### src/rtl/fc_argmax_classifier.sv
// fc_argmax_classifier: streaming argmax over OUTPUT_NUM signed class scores.
// A running max/index is kept while the fully-connected layer streams its
// scores, and the frame result is registered one cycle after the last beat.
// Optional macro FC_ARGMAX_TOP2_EN adds runner-up class/score outputs.
module fc_argmax_classifier #(
  parameter int OUTPUT_NUM     = 10,
  parameter int SCORE_BITS     = 12,
  parameter int IDX_BITS       = 4,
  parameter int FRAME_CNT_BITS = 16
) (
  input  logic                      clk,
  input  logic                      rst_n,
  input  logic                      valid_in,
  input  logic [SCORE_BITS-1:0]     data_in,
  input  logic                      clear,
  output logic [IDX_BITS-1:0]       class_out,
  output logic [SCORE_BITS-1:0]     score_out,
  output logic                      valid_out,
  output logic [FRAME_CNT_BITS-1:0] frame_cnt,
  output logic                      busy
`ifdef FC_ARGMAX_TOP2_EN
  ,
  output logic [IDX_BITS-1:0]       second_out,
  output logic [SCORE_BITS-1:0]     second_score_out
`endif
);

  typedef logic signed [SCORE_BITS-1:0] score_t;

  localparam logic [IDX_BITS-1:0] LAST_IDX = IDX_BITS'(OUTPUT_NUM - 1);

  // beat counter doubles as the accumulate state: cnt==0 means idle/first beat
  logic [IDX_BITS-1:0]       cnt_q,   cnt_d;
  score_t                    max_q,   max_d;
  logic [IDX_BITS-1:0]       idx_q,   idx_d;
  logic [IDX_BITS-1:0]       class_q, class_d;
  logic [SCORE_BITS-1:0]     score_q, score_d;
  logic                      valid_q, valid_d;
  logic [FRAME_CNT_BITS-1:0] frame_q, frame_d;
  logic                      busy_q,  busy_d;

  score_t                    din;
  logic                      first_beat, last_beat, gt_max;
  score_t                    nxt_max;
  logic [IDX_BITS-1:0]       nxt_idx;

  assign din        = $signed(data_in);
  assign first_beat = (cnt_q == '0);
  assign last_beat  = (cnt_q == LAST_IDX);
  assign gt_max     = (din > max_q);

  // running max after this beat; the first beat of a frame always loads
  always_comb begin
    nxt_max = max_q;
    nxt_idx = idx_q;
    if (first_beat) begin
      nxt_max = din;
      nxt_idx = '0;
    end else if (gt_max) begin
      nxt_max = din;
      nxt_idx = cnt_q;
    end
  end

`ifdef FC_ARGMAX_TOP2_EN
  // runner-up tracking; sec_vld marks that the slot holds a real score
  score_t              sec_q,       sec_d;
  logic [IDX_BITS-1:0] sec_idx_q,   sec_idx_d;
  logic                sec_vld_q,   sec_vld_d;
  logic [IDX_BITS-1:0] sec_out_q,   sec_out_d;
  logic [SCORE_BITS-1:0] sec_scr_q, sec_scr_d;
  score_t              nxt_sec;
  logic [IDX_BITS-1:0] nxt_sec_idx;
  logic                nxt_sec_vld;

  // old max shifts down on a new max; otherwise fill an empty slot or beat it
  always_comb begin
    nxt_sec     = sec_q;
    nxt_sec_idx = sec_idx_q;
    nxt_sec_vld = sec_vld_q;
    if (first_beat) begin
      nxt_sec     = '0;
      nxt_sec_idx = '0;
      nxt_sec_vld = 1'b0;
    end else if (gt_max) begin
      nxt_sec     = max_q;
      nxt_sec_idx = idx_q;
      nxt_sec_vld = 1'b1;
    end else if (!sec_vld_q || (din > sec_q)) begin
      nxt_sec     = din;
      nxt_sec_idx = cnt_q;
      nxt_sec_vld = 1'b1;
    end
  end
`endif

  // frame sequencing: accept beats, abort on clear, publish on the last beat
  always_comb begin
    cnt_d   = cnt_q;
    max_d   = max_q;
    idx_d   = idx_q;
    class_d = class_q;
    score_d = score_q;
    valid_d = 1'b0;
    frame_d = frame_q;
`ifdef FC_ARGMAX_TOP2_EN
    sec_d     = sec_q;
    sec_idx_d = sec_idx_q;
    sec_vld_d = sec_vld_q;
    sec_out_d = sec_out_q;
    sec_scr_d = sec_scr_q;
`endif
    if (clear) begin
      // clear wins over a coincident beat, including the last one
      cnt_d = '0;
      max_d = '0;
      idx_d = '0;
`ifdef FC_ARGMAX_TOP2_EN
      sec_d     = '0;
      sec_idx_d = '0;
      sec_vld_d = 1'b0;
`endif
    end else if (valid_in) begin
      max_d = nxt_max;
      idx_d = nxt_idx;
`ifdef FC_ARGMAX_TOP2_EN
      sec_d     = nxt_sec;
      sec_idx_d = nxt_sec_idx;
      sec_vld_d = nxt_sec_vld;
`endif
      if (last_beat) begin
        cnt_d   = '0;
        class_d = nxt_idx;
        score_d = nxt_max;
        valid_d = 1'b1;
        frame_d = frame_q + FRAME_CNT_BITS'(1);
`ifdef FC_ARGMAX_TOP2_EN
        sec_out_d = nxt_sec_idx;
        sec_scr_d = nxt_sec;
`endif
      end else begin
        cnt_d = cnt_q + IDX_BITS'(1);
      end
    end
  end

  // registered busy so it tracks the counter without a decode on the output
  always_comb busy_d = (cnt_d != '0);

  // state and output registers
  always_ff @(posedge clk or negedge rst_n) begin
    if (!rst_n) begin
      cnt_q   <= '0;
      max_q   <= '0;
      idx_q   <= '0;
      class_q <= '0;
      score_q <= '0;
      valid_q <= 1'b0;
      frame_q <= '0;
      busy_q  <= 1'b0;
    end else begin
      cnt_q   <= cnt_d;
      max_q   <= max_d;
      idx_q   <= idx_d;
      class_q <= class_d;
      score_q <= score_d;
      valid_q <= valid_d;
      frame_q <= frame_d;
      busy_q  <= busy_d;
    end
  end

`ifdef FC_ARGMAX_TOP2_EN
  // runner-up registers
  always_ff @(posedge clk or negedge rst_n) begin
    if (!rst_n) begin
      sec_q     <= '0;
      sec_idx_q <= '0;
      sec_vld_q <= 1'b0;
      sec_out_q <= '0;
      sec_scr_q <= '0;
    end else begin
      sec_q     <= sec_d;
      sec_idx_q <= sec_idx_d;
      sec_vld_q <= sec_vld_d;
      sec_out_q <= sec_out_d;
      sec_scr_q <= sec_scr_d;
    end
  end

  assign second_out       = sec_out_q;
  assign second_score_out = sec_scr_q;
`endif

  assign class_out = class_q;
  assign score_out = score_q;
  assign valid_out = valid_q;
  assign frame_cnt = frame_q;
  assign busy      = busy_q;

endmodule
### config.mk
export PLATFORM = sky130hd
export DESIGN_NAME = fc_argmax_classifier
export DESIGN_NICKNAME = d
export VERILOG_FILES = /design/src/rtl/fc_argmax_classifier.sv
export SDC_FILE = /design/constraint.sdc
export NUM_CORES = 1
export LEC_CHECK = 0
export BUFFER_PORTS_ARGS = -buffer_cell sky130_fd_sc_hd__buf_2
export CAP_MARGIN = 30
export CORE_MARGIN = 2
export CORE_UTILIZATION = 50
export CTS_CLUSTER_DIAMETER = 200
export CTS_CLUSTER_SIZE = 30
export DETAILED_ROUTE_END_ITERATION = 7
export GPL_TIMING_DRIVEN = 0
export PLACE_DENSITY = 0.74
export SLEW_MARGIN = 10
export SYNTH_ARGS = -nofsm -noshare
export SYNTH_HDL_FRONTEND = slang
export SYNTH_SLANG_ARGS = --single-unit
### constraint.sdc
create_clock -name clk -period 2.1 [get_ports clk]
set_input_delay 0.21 -clock clk [delete_from_list [all_inputs] [get_ports clk]]
set_output_delay 0.21 -clock clk [all_outputs]
set_load 0.02 [all_outputs]
After elaboration in Yosys (flattened, before gate mapping)
Cells that the tools add are included.
{"block": "op_classes", "n_addsub": 2, "reduce_logical": 4, "n_lt_le_gt_ge": 1, "muxes": 14, "n_eq_ne": 1, "n_bitwise": 1}
{"cell": "$mux W12", "n": 4}
{"cell": "$mux W4", "n": 7}
{"cell": "$add A16 B1 Y16 const B", "n": 1}
{"cell": "$gt A12 B12 Y1", "n": 1}
{"cell": "$add A4 B1 Y4 const B", "n": 1}
{"cell": "$eq A4 B4 Y1 const B", "n": 1}
{"cell": "$logic_not A4 Y1", "n": 1}
{"cell": "$reduce_bool A4 Y1", "n": 1}
{"cell": "$mux W1", "n": 3}
{"cell": "$reduce_and A3 Y1", "n": 1}
{"cell": "$reduce_bool A2 Y1", "n": 1}
{"cell": "$not A1 Y1", "n": 1}
{"block": "totals", "ff_bits": 54, "wordCells": 31, "out_inout_bits": 34}

Logic depth before layout (Yosys ltp)
{"block": "depth", "word_depth": 5, "ltp_mapped": 9, "mapped_depth_nobuf": 8}

Worst setup path after synthesis
OpenSTA, ideal clock, no wires.
{"block": "synth_timing", "path_kind": "register -> register", "start": "register max_q[1]", "end": "register max_q[0]", "path_slack_ns": 0.134, "setup_time_ns": 0.132, "required_time_ns": 1.968, "n_path_buf": 1, "stages_incl_launch_ff": 10, "arrival_time_ns": 1.834, "synth_period_minus_slack_ns": 1.966, "cell_sequence": "dfrtp_1 > inv_1 > ha_1 > nor2b_1 > o211ai_1 > a211o_2 > a31oi_4 > buf_8 > mux2i_1 > nor2_1"}
{"block": "synth_via", "elab_chain_cells": 5}
{"item": "start: declaration", "line": "34", "text": "score_t max_q, max_d;"}
{"item": "start signal: assignment", "line": "163", "text": "max_q <= max_d;"}
{"item": "$gt A12 B12 Y1", "line": "50", "text": "assign gt_max = (din > max_q);"}
{"item": "$mux W12", "line": "59", "text": "end else if (gt_max) begin"}
{"item": "$mux W12", "line": "56", "text": "if (first_beat) begin"}
{"item": "$mux W12", "line": "123", "text": "end else if (valid_in) begin"}
{"item": "$mux W12", "line": "113", "text": "if (clear) begin"}
No other way between the ends. The select of a mux whose other input is x is not followed.
A chain may end at the register's enable or synchronous reset.

Worst setup path after layout
{"block": "layout_timing", "start": "register max_q[1]", "end": "register score_q[9] (netlist: score_out[9])"}
{"block": "layout_via", "elab_chain_cells": 3}
{"item": "$gt A12 B12 Y1", "line": "50"}
{"item": "$mux W12", "line": "59"}
{"item": "$mux W12", "line": "56"}
{"item": "end signal: assignment", "line": "166", "text": "score_q <= score_d;"}
{"item": "end: declaration", "line": "37", "text": "logic [SCORE_BITS-1:0] score_q, score_d;"}
No other way between the ends.

==> key figures <==
Clock tree
  – CTS tree: yes
  – Worst-path clk slew: 0.10 ns
  – CTS H-tree depth: 2
  – CTS Sinks: 54
  – Clock latency on the worst-skew pair: 0.31 ns
  – CTS buffer count: 5
  – CTS root buffer: clkbuf_8
  – CTS Buffer Depth: 2

Logic synthesis
  – Number of synthesized register bits: 54
  – Avg Inst Size Synth: 10.5 µm²
  – Most common cell in the netlist: dfrtp_1
  – Leading area contributor after synthesis: dfrtp_1
  – Ys Warns: 0
  – Post-synthesis async set-or-reset flop share: 100%
  – Syn Nets: 305
  – Mapped Area: 2860 µm²
  – Leading post-synthesis cells by cell area: dfrtp_1 (47%), mux2i_1 (9.1%), ha_1 (7.0%)
  – Number of flops mapped to enable cells by yosys: 0
  – Yosys cell types: 48
  – Post-synthesis sequential area ratio: 47.2%
  – Most used DFF post-synth: dfrtp_1
  – Commonest cells post-synth: dfrtp_1 (54), nand2_1 (34), mux2i_1 (26), nor2_1 (21), inv_1 (20)
  – Yosys top cell area share: 47.2%
  – Post-Synthesis Cells: 273

Critical path
  – Max FO, Critical Path: 10
  – CP Class: register to register
  – Worst Path Arrival: 2.44 ns
  – Critical Path RT: 2.28 ns
  – CP Launch Type: register
  – R2R Setup Slk: -0.16 ns
  – R2R Path Start: max_q[1]
  – R2R cell count: 9
  – Crit. End Element: register
  – Reg-to-Reg End: score_out[9]

Pwr
  – Max VDD drop: 0.264 mV
  – Tot Pwr: 0.00208 W
  – Lkg Pwr: 1.86 nW
  – PwrDens: 569 nW/µm²

Finish
  – Multi-input gate area: 1530 µm²
  – Area growth syn-to-layout: 28.0%
  – Share of cells above drive strength 1: 34.4%
  – FF+latch area: 1350 µm²
  – Fillers: 394
  – Finished Core Util: 66.5%
  – Antenna Cells: 0
  – Post-route cell area: 3660 µm²
  – Nets@finish: 383

Global routing
  – Initial antenna violation count: 0
  – All-Layer GR Usage: 21.2%
  – Vias in the first global route: 2,265
  – Global-route wire length before repair: 10,500 µm
  – Pin count of the biggest net entering global routing: 37
  – Total global routing overflow: 0

Placement
  – Placed standard-cell area: 3220 µm²
  – HPWL after detailed placement: 4200 µm
  – GP Congestion: 0.769
  – Input/output buffers: 49

Hold path
  – Worst Hold Endpoint: cnt_q[1]
  – Hold path depth: 2
  – Hold wc startpoint: clear
  – HP Class: primary input to register

Timing
  – Worst Tran Pin Value: 0.558 ns
  – Final period utilization: 108%
  – Fmax: 0.443 GHz
  – Slew Limit Fails: 0
  – Fin Clk Skew: 0.00577 ns
  – Final-report hold violation count: 0
  – RSZ-0062 raised after global routing: true
  – Final WS setup: -0.160 ns
  – Final setup fails: 28
  – Min Tclk post-route: 2.26 ns
  – Slew HR: 62.8%
  – Hold Worst Slack: 0.0947 ns

Drt
  – Routed WL per cell: 14.9 µm
  – Total routed wirelength: 6300 µm
  – Vias per Instance: 5.32
  – DR WL met3: 277 µm
  – M1 WL: 2740 µm
  – Initial drt markers: 117
  – Via count: 2,257
  – Top routing layer used: met4
  – # DRC: 0
  – Met2 routed wirelength: 3180 µm
  – Post-route ant nets: 0
  – First-pass detailed-route iteration total: 4

Die
  – Die area: 6340 µm²
  – FP Rows: 27
  – Core area: 5510 µm²
  – Initial Util: 51.9%
  – Die Wd: 79.6 µm
  – IO Count: 50
  – Die H: 79.6 µm

Outcome
  – Outcome: finished, violations left
  – Failing checks: setup timing

Run
  – Max-cap violations: 0
metrics by stage:
| step | worst slack [ns] | std cells | setup TNS [ns] |
|---|---|---|---|
| 2_1_floorplan | 0.134 | 273 | 0 |
| 3_3_place_gp | -0.0878 | 394 | -0.276 |
| 3_5_place_dp | -0.114 | 395 | -1.08 |
| 4_1_cts | -0.0529 | 417 | -0.506 |
| 5_1_grt | -0.204 | 424 | -4.87 |
| 6_report | -0.160 | 424 | -2.20 |
critical path: stages (launching register included):
cell,delay (ns)
dfrtp_1,0.38
inv_2,0.06
ha_4,0.26
nor2b_4,0.12
o211ai_1,0.13
a211o_4,0.39
a31oi_4,0.26
buf_12,0.19
mux2i_2,0.26
o21ai_1,0.09
metal layers:
layer	up-vias	global-route usage, %
li1	1087	-
met1	1099	26.8
met2	61	37.3
met3	10	3.62
met4	0	6.03
met5	-	0
final cells by class:
| cell class | instances | share of cell area, % |
|---|---|---|
| clock inverter | 2 | 0.342 |
| inverter | 21 | 2.15 |
| buffer | 9 | 1.71 |
| sequential | 54 | 36.9 |
| clock buffer | 6 | 2.25 |
| timing repair buffer | 71 | 12.4 |
| multi-input combinational | 189 | 41.8 |
| tap | 72 | 2.46 |
placed cells by master, fill, tap and decap left out, types with 2 or more instances in the layout:
master    synthesis  layout
nand2_1          34      34
mux2i_1          26      20
o21ai_0           7       6
a31oi_4           3       3
a22o_1            2       2
buf_6             1       3
inv_2             0       4
nor3_2            3       2
dfrtp_1          54      54
clkbuf_8          0       6
nand2b_1          3       3
ha_4              0       7
o31ai_1           2       2
buf_4             0      16
clkbuf_1          6       6
nor3_4            1       2
xnor2_1           9       9
inv_1            20      16
a21oi_2           2       2
buf_2             1      50
buf_12            0       2
nor2b_1           3       2
o21ai_1          10      11
a21oi_1           6       6
mux2i_2           0       5
ha_1             16       8
nor2_1           21      19
xor2_1            6       6
nand4_1           4       4
nor2_2            3       5
nand3_1           6       6
how the worst max path moves through the flow:
stage                     slack [ns]       endpoint      start  cells after the start
after detailed placement       -0.11  score_out[10]  max_q[11]                      8
after global placement         -0.09  score_out[10]   max_q[1]                      9
after floorplan                 0.13       max_q[0]   max_q[1]                      9
after global routing           -0.20   score_out[9]   max_q[1]                      9
after CTS                      -0.05       idx_q[2]   max_q[1]                      9
final                          -0.16   score_out[9]   max_q[1]                      9
what timing repair did:
action,in CTS,in global routing
resized for setup,12,23
setup buffers,12,7
endpoints found under the hold margin,18,0
endpoints found under the setup margin,20,39
hold buffers,1,0
gates cloned,1,0
pin swaps,5,13
flip-flops by register name, indices dropped and copies added (netlist names):
name and cells:
max_q 12, busy 1, idx_q 4, frame_cnt 16, score_out 12, class_out 4
valid_out 1, cnt_q 4
cells by family after synthesis:
family / after synthesis / share of synthesized area, %
simple gates: 89 / 16.0
flops: 54 / 47.2
compound gates: 42 / 11.0
buf+inv: 30 / 4.64
mux: 27 / 9.49
fa+ha+maj: 16 / 7.00
xor+xnor: 15 / 4.59
report_power, final:
group / switching [W] / internal (W)
clock network: 0.000344 / 0.000266
logic: 0.000207 / 0.000189
registers: 0.0000168 / 0.00106
No activity file was read; power rests on OpenSTA's default activity.
